$ cat src/rtl/conv_enc_framer.sv
// conv_enc_framer: rate-1/2 K=4 convolutional encoder with a 1-bit input FIFO
// and 1024-symbol framing (1021 data + 3 zero tail bits per frame).
// Optional macro CONV_ENC_ERR_INJ_EN adds an err_mask input XORed onto d_out.
module conv_enc_framer #(
  parameter logic [3:0] G0         = 4'b1111,
  parameter logic [3:0] G1         = 4'b1101,
  parameter int         FRAME_LEN  = 1024,
  parameter int         TAIL_LEN   = 3,
  parameter int         FIFO_DEPTH = 16,
  parameter int         PRIME_LVL  = 8
) (
  input  logic                         clk,
  input  logic                         rst,
  input  logic                         din,
  input  logic                         din_valid,
  output logic                         din_ready,
  output logic [1:0]                   d_out,
  output logic                         enable,
  output logic                         frame_start,
  output logic [$clog2(FRAME_LEN)-1:0] sym_cnt,
  output logic                         underrun,
`ifdef CONV_ENC_ERR_INJ_EN
  input  logic [1:0]                   err_mask,
`endif
  input  logic                         clr_underrun
);

  localparam int CW = $clog2(FRAME_LEN);
  localparam int AW = $clog2(FIFO_DEPTH);
  localparam int NW = AW + 1;

  typedef enum logic [1:0] {IDLE, DATA, TAIL} state_t;

  state_t         state, state_nx;
  logic [CW-1:0]  pos, pos_nx;      // index of the symbol being encoded this cycle
  logic           mem [FIFO_DEPTH];
  logic [AW-1:0]  wr_ptr, rd_ptr;
  logic [NW-1:0]  count;
  logic           full, empty, primed, push, pop;
  logic           active, bit_in;
  logic [2:0]     enc_s;
  logic [3:0]     win;
  logic [1:0]     sym;

  assign full    = (count == NW'(FIFO_DEPTH));
  assign empty   = (count == '0);
  assign primed  = (count >= NW'(PRIME_LVL));
  // Full blocks the push even when a pop happens in the same cycle.
  assign din_ready = ~rst & ~full;
  assign push    = din_valid & din_ready;
  assign pop     = (state == DATA) & ~empty;

  // FIFO storage; contents need no reset since pointers define validity.
  always_ff @(posedge clk) begin
    if (push) mem[wr_ptr] <= din;
  end

  // FIFO pointers and occupancy.
  always_ff @(posedge clk or posedge rst) begin
    if (rst) begin
      wr_ptr <= '0;
      rd_ptr <= '0;
      count  <= '0;
    end else begin
      if (push) wr_ptr <= wr_ptr + 1'b1;
      if (pop)  rd_ptr <= rd_ptr + 1'b1;
      case ({push, pop})
        2'b10:   count <= count + 1'b1;
        2'b01:   count <= count - 1'b1;
        default: count <= count;
      endcase
    end
  end

  // State register.
  always_ff @(posedge clk or posedge rst) begin
    if (rst) begin
      state <= IDLE;
      pos   <= '0;
    end else begin
      state <= state_nx;
      pos   <= pos_nx;
    end
  end

  // Next-state logic and selection of the bit fed to the encoder.
  always_comb begin
    state_nx = state;
    pos_nx   = pos;
    active   = 1'b0;
    bit_in   = 1'b0;
    case (state)
      IDLE: begin
        if (primed) begin
          state_nx = DATA;
          pos_nx   = '0;
        end
      end
      DATA: begin
        active = 1'b1;
        bit_in = pop ? mem[rd_ptr] : 1'b0;   // starved: encode a zero
        pos_nx = pos + 1'b1;
        if (pos == CW'(FRAME_LEN - TAIL_LEN - 1)) state_nx = TAIL;
      end
      TAIL: begin
        active = 1'b1;
        pos_nx = pos + 1'b1;                 // wraps FRAME_LEN-1 -> 0
        if (pos == CW'(FRAME_LEN - 1)) state_nx = primed ? DATA : IDLE;
      end
      default: state_nx = IDLE;
    endcase
  end

  assign win = {bit_in, enc_s};
`ifdef CONV_ENC_ERR_INJ_EN
  assign sym = {^(win & G0), ^(win & G1)} ^ err_mask;
`else
  assign sym = {^(win & G0), ^(win & G1)};
`endif

  // Encoder shift register and registered symbol outputs.
  always_ff @(posedge clk or posedge rst) begin
    if (rst) begin
      enc_s       <= '0;
      d_out       <= '0;
      enable      <= 1'b0;
      frame_start <= 1'b0;
      sym_cnt     <= '0;
    end else if (active) begin
      enc_s       <= {bit_in, enc_s[2:1]};
      d_out       <= sym;
      enable      <= 1'b1;
      frame_start <= (pos == '0);
      sym_cnt     <= pos;
    end else begin
      if (state == IDLE && primed) enc_s <= '0;
      d_out       <= '0;
      enable      <= 1'b0;
      frame_start <= 1'b0;
    end
  end

  // Sticky underrun flag; a new underrun wins over a same-cycle clear.
  always_ff @(posedge clk or posedge rst) begin
    if (rst)                          underrun <= 1'b0;
    else if (state == DATA && empty)  underrun <= 1'b1;
    else if (clr_underrun)            underrun <= 1'b0;
  end

endmodule

$ cat config.mk
export PLATFORM = sky130hd
export DESIGN_NAME = conv_enc_framer
export DESIGN_NICKNAME = d
export VERILOG_FILES = /design/src/rtl/conv_enc_framer.sv
export SDC_FILE = /design/constraint.sdc
export NUM_CORES = 1
export LEC_CHECK = 0
export BUFFER_PORTS_ARGS = -buffer_cell sky130_fd_sc_hd__clkbuf_2
export CORE_MARGIN = 3
export CORE_UTILIZATION = 50
export DETAILED_ROUTE_END_ITERATION = 10
export PLACE_DENSITY = 0.71
export SYNTH_ARGS = -nofsm -noshare
export SYNTH_HDL_FRONTEND = slang
export SYNTH_SLANG_ARGS = --single-unit
$ cat constraint.sdc
create_clock -name clk -period 2.8 [get_ports clk]
set_input_delay 0.28 -clock clk [delete_from_list [all_inputs] [get_ports clk]]
set_output_delay 0.28 -clock clk [all_outputs]
set_load 0.03 [all_outputs]
# After elaboration in Yosys (flattened, before gate mapping)
# Memories as Yosys holds them, arrays and structs flattened.
# Cells that the tools add are included.
# Widths: inputs -> output; s select.
[word_totals] memories=1 out_inout_bits=16 ram_bits=16 in_bits=5 ff_bits=43 elab_cells=68
[memory_table] name="mem" words=16 width=1 rd=1 rd_clocked_by_memory_dff=0 write_ports=1 line_no="36" source="logic mem [FIFO_DEPTH];"
[classes] n_addsub=5 order_cmp=1 mux=20 bitwise=6 n_reduce_logical=14 eq_ne=10
[op_table] cell="$eq 10x10->1 const B" n=2
[op_table] cell="$pmux 10 s2" n=1
[op_table] cell="$add 10x1->10 const B" n=1
[op_table] cell="$logic_not 10->1" n=1
[op_table] cell="$mux 1" n=10
[op_table] cell="$mux 10" n=1
[op_table] cell="$pmux 5 s2" n=1
[op_table] cell="$add 4x1->4 const B" n=2
[op_table] cell="$mux 2" n=4
[op_table] cell="$reduce_bool 2->1" n=4
[op_table] cell="$reduce_xor 4->1" n=2
[op_table] cell="$mux 3" n=2
[op_table] cell="$ne 2x2->1 const B" n=3
[op_table] cell="$pmux 2 s3" n=1
[op_table] cell="$add 5x1->5 const B" n=1
[op_table] cell="$eq 5x5->1 const B" n=1
[op_table] cell="$ge 5x4->1 const B" n=1
[op_table] cell="$logic_not 5->1" n=1
[op_table] cell="$sub 5x1->5 const B" n=1
[op_table] cell="$eq 2x1->1 const B" n=2
[op_table] cell="$eq 2x2->1 const B" n=2
[op_table] cell="$and 1x1->1" n=3
[op_table] cell="$not 1->1" n=3
[op_table] cell="$reduce_and 3->1" n=1
[op_table] cell="4 further kinds" n=5

# Depth between registers and ports, before layout
[logic_depth] word_depth=7 ltp_mapped=15 depth_no_buf=12

# Worst setup path after synthesis
# No wires, ideal clock.
[synth_timing] kind="register -> register" start="register count[1]" end="register count[4]" setup_slack_ps=-441 path_buffers=3 arrival_ps=3161 synth_period_minus_slack_ps=3241 stages_incl_launch_ff=16 setup_ps=80 required_time_ps=2720 cell_sequence="dfrtp_1 -> buf_2 -> nor3_4 -> a31oi_1 -> and2_1 -> buf_2 -> inv_1 -> ha_1 -> clkbuf_1 -> xor2_1 -> ha_1 -> o21a_1 -> o22a_1 -> a21oi_1 -> mux2i_1 -> xnor2_1"
[synth_via] elab_chain_len=6 word_cells_on_any_way=13 classes_between="2 x add/sub; 3 x eq/ne; 1 x mux; 5 x bitwise; 2 x reduce/logical"
[synth_rtl] item="from (decl)" line_no="38" source="logic [NW-1:0] count;"
[synth_rtl] item="from (signal assigned)" line_no="68" source="2'b10: count <= count + 1'b1;"
[synth_rtl] item="from (signal assigned)" line_no="69" source="2'b01: count <= count - 1'b1;"
[synth_rtl] item="from (signal assigned)" line_no="70" source="default: count <= count;"
[synth_rtl] item="$eq 5x5->1 (*)" line_no="45" source="assign full = (count == NW'(FIFO_DEPTH));"
[synth_rtl] item="$not 1->1 (*)" line_no="49" source="assign din_ready = ~rst & ~full;"
[synth_rtl] item="$and 1x1->1 (*)" line_no="49"
[synth_rtl] item="net din_ready" line_no="16" source="output logic din_ready,"
[synth_rtl] item="$and 1x1->1 (*)" line_no="50" source="assign push = din_valid & din_ready;"
[synth_rtl] item="$eq 2x1->1 / $eq 2x2->1 (equally long branches)" line_no="67" source="case ({push, pop})"
[synth_rtl] item="$pmux 5 s2 / $reduce_bool 2->1 (equally long branches)"
# Mark *: on every way through the listed nets, which the timed path passes. The rest lies on a longest branch.
# A chain may end at the register's enable or synchronous reset.

# Worst setup path after layout
[layout_timing] start="register count[2]" end="register count[4]"
[layout_via] elab_chain_len=6 word_cells_on_any_way=13 classes_between="2 x add/sub; 3 x eq/ne; 1 x mux; 5 x bitwise; 2 x reduce/logical"
[layout_rtl] item="$eq 5x5->1" line_no="45"
[layout_rtl] item="$not 1->1" line_no="49"
[layout_rtl] item="$and 1x1->1" line_no="49"
[layout_rtl] item="$and 1x1->1" line_no="50"
[layout_rtl] item="$eq 2x1->1 / $eq 2x2->1 (equally long branches)" line_no="67"
[layout_rtl] item="$pmux 5 s2 / $reduce_bool 2->1 (equally long branches)"
# Parallel ways exist; a longest one is shown, timed or not.

==> impl_metrics.py <==
metrics = {
    "run_status": {
        "status": "finished clean",
    },
    "clock_network": {
        "cts-root-buf": "clkbuf_8",
        "cts_setup_buffers": 0,
        "cts_resized": 0,
        "clock_sinks": 59,
        "cts_buffers": 9,
        "cts_max_path_buffers": 2,
        "hold_buffers": 0,
        "htreeDepth": 3,
        "cts_tree": "done",
        "clock_latency_ns": 0.33,
        "path_clk_slew_ns": 0.07,
    },
    "final_layout": {
        "fin_util_pct": 59.57,
        "antenna_cells": 0,
        "stdcell_area_um2": 3341,
        "syn_to_final_growth_pct": 12.94,
        "layout.nets": 312,
        "drive_gt1_share_pct": 21.21,
    },
    "sta": {
        "skew_ns": 0.007169,
        "rsz0062_at_grt": "false",
        "setup_violations": 0,
        "fmax_ghz": 0.3894,
        "fin_crit_sh_pct": 91.73,
        "hold_viol": 0,
        "worstMarginPinSlew_ns": 1.035,
        "finalSetupTns_ns": 0,
        "max_slew_margin_pct": 30.59,
        "min_period_ns": 2.568,
        "slew_viol_final": 0,
    },
    "critical_path": {
        "crit_type": "flop to flop",
        "critPathMaxFanout": 7,
        "start_kind": "flop",
        "required_ns": 3.06,
        "arrival_ns": 2.83,
        "endpoint_kind": "flop",
        "ff2ff_path_depth": 12,
    },
    "synth": {
        "ys_warn_count": 0,
        "yosys-top-cells-area": "dfrtp_1, edfxtp_1, ha_1",
        "post-synth-top-count-cell": "dfrtp_1",
        "synthesis.area_um2": 2958,
        "yosysUniqueCellTypes": 45,
        "postSynthCellCount": 269,
        "seq_area_frac_synth_pct": 52.62,
        "synth_top_cells_by_count": "dfrtp_1, nand2_1, nor2_1, edfxtp_1, o21ai_0",
        "synth_seq_cells": 59,
        "async_reset_ff_share_pct": 72.88,
        "synth_nets": 289,
        "synth_top_area_cell": "dfrtp_1",
        "yosysTopAreaCellShare_pct": 36.38,
        "syn_area_per_cell_um2": 11.00,
        "ys.flop_type": "dfrtp_1",
        "synth-edff-count": 16,
    },
    "floorplanning": {
        "core_area_um2": 5608,
        "die_h_um": 82.92,
        "pin_count": 21,
        "initial_core_util_pct": 52.74,
        "die_w_um": 82.92,
        "die_area_um2": 6875,
        "fp-row-count": 27,
    },
    "pwr": {
        "switching_share_pct": 39.53,
        "power_frac_seq_pct": 38.0,
        "worst_ir_drop_vdd_mv": 0.6005,
        "combPwrFrac_pct": 41.1,
        "internal_power_mw": 2.172,
        "pwr-share-clk_pct": 20.9,
        "p_switching_mw": 1.420,
        "power_density_nw_per_um2": 1075,
        "static-leakage-power_nw": 1.477,
    },
    "global_routing": {
        "grt_start_max_net_pins": 29,
        "grt_usage_pct": 16.92,
        "grt_pass1_wl_mm": 9.418,
        "grt_pass1_vias": 2055,
        "antenna_found_initial": 0,
        "grt_overflow_total": 0,
    },
    "placement": {
        "portBuffers": 20,
        "gp_congestion": 0.7479,
        "dpl.hpwl_mm": 3.626,
        "placed_area_um2": 3147,
    },
    "drt": {
        "dr.pass1.iters": 4,
        "dr.first_iter.drc_count": 117,
        "route.detailed.drc": 0,
        "vias_per_cell": 5.374,
        "antenna_left": 0,
        "vias": 1983,
        "wirelength_mm": 5.123,
        "wl_per_cell_um": 13.88,
    },
    "min_path": {
        "worstHoldPathType": "input pin to async pin",
    },
    "run": {
        "cap_viol_max_count": 0,
    },
}
[final timing paths]
kind                                             start                      to  slack [ns]
worst max-delay path              count[2]$_DFFE_PP0P_    count[4]$_DFFE_PP0P_        0.23
worst min-delay path                               rst   wr_ptr[3]$_DFFE_PP0P_        0.09
worst max register to register    count[2]$_DFFE_PP0P_    count[4]$_DFFE_PP0P_        0.23
worst min register to register  sym_cnt[3]$_DFFE_PP0N_  sym_cnt[3]$_DFFE_PP0N_        0.51
max in group asynchronous                          rst      d_out[1]$_DFF_PP0_        2.02
min in group clk                          clr_underrun    underrun$_DFFE_PP0P_        0.14
[final cells by class]
class	instances	area (µm²)
Fill cell	492	2267
Sequential cell	59	1556
Timing Repair Buffer	25	137.6
Tap cell	72	90.09
Clock buffer	11	141.4
Multi-Input combinational cell	183	1310
Clock inverter	5	52.55
Inverter	14	52.55
[per-stage QoR]
| step | setup WS (ns) | instances | hold WS [ns] | total power [mW] |
|---|---|---|---|---|
| final | 0.2316 | 369 | 0.08766 | 3.592 |
| after global routing | 0.02210 | 369 | 0.1491 | 3.893 |
| after CTS | 0.2000 | 369 | 0.1129 | 3.637 |
| after detailed placement | 0.2266 | 353 | 0.4793 | 2.873 |
| after global placement | 0.3249 | 353 | 0.4679 | 2.810 |
| after floorplan | 0.003585 | 269 | 0.3789 | 2.577 |
[logic make-up (layout without fill, tap and decap cells)]
family	Yosys count	in the layout	share of synthesized area, %
compound gates	43	43	9.476
xor+xnor	16	16	4.738
fa+ha+maj	15	15	6.345
buf+inv	27	55	3.807
flops	59	59	52.62
mux	24	24	8.883
simple gates	85	85	14.13
[layer usage]
layer  track usage [%]  wire (µm)
met4             8.470        124
met1             22.39       2470
met3             3.770        169
met5                 0          0
met2             26.17       2358
[placed cells by master (no fill, tap or decap), types with 7 or more instances in the layout]
cell and instances:
nand2_1 27, clkbuf_2 20, a21oi_1 9, clkbuf_8 10, mux2i_1 9, o21ai_0 16, mux2_2 14, xnor2_1 9
nor3_1 8, inv_1 13, edfxtp_1 16, xor2_1 7, dfrtp_1 43, nor2_1 22, ha_1 14
[sequential cells by signal, summed over array words and instances (netlist names)]
name / flops
sym_cnt: 10
enc_s: 3
pos: 10
frame_start: 1
mem: 16
underrun: 1
count: 5
state: 2
rd_ptr: 4
enable: 1
d_out: 2
wr_ptr: 4
[worst max-delay path: stages (launching register included)]
cell and delay [ns]:
dfrtp_1 0.47, nor3_4 0.29, a31oi_4 0.12, and2_1 0.16, inv_1 0.08, ha_2 0.19, xor2_1 0.08, ha_1 0.23
o21a_1 0.17, o22a_1 0.20, a21oi_2 0.15, mux2i_1 0.23, xnor2_1 0.13
[power by group through the flow]
| stage | combinational [mW] | sequential (mW) | clock [mW] |
|---|---|---|---|
| 3_3_place_gp | 1.45 | 1.36 | 0 |
| 3_5_place_dp | 1.49 | 1.38 | 0 |
| 2_1_floorplan | 1.27 | 1.30 | 0 |
| 5_1_grt | 1.67 | 1.40 | 0.816 |
| 4_1_cts | 1.50 | 1.37 | 0.775 |
| 6_report | 1.48 | 1.36 | 0.752 |
No activity file was read; power rests on OpenSTA's default activity.
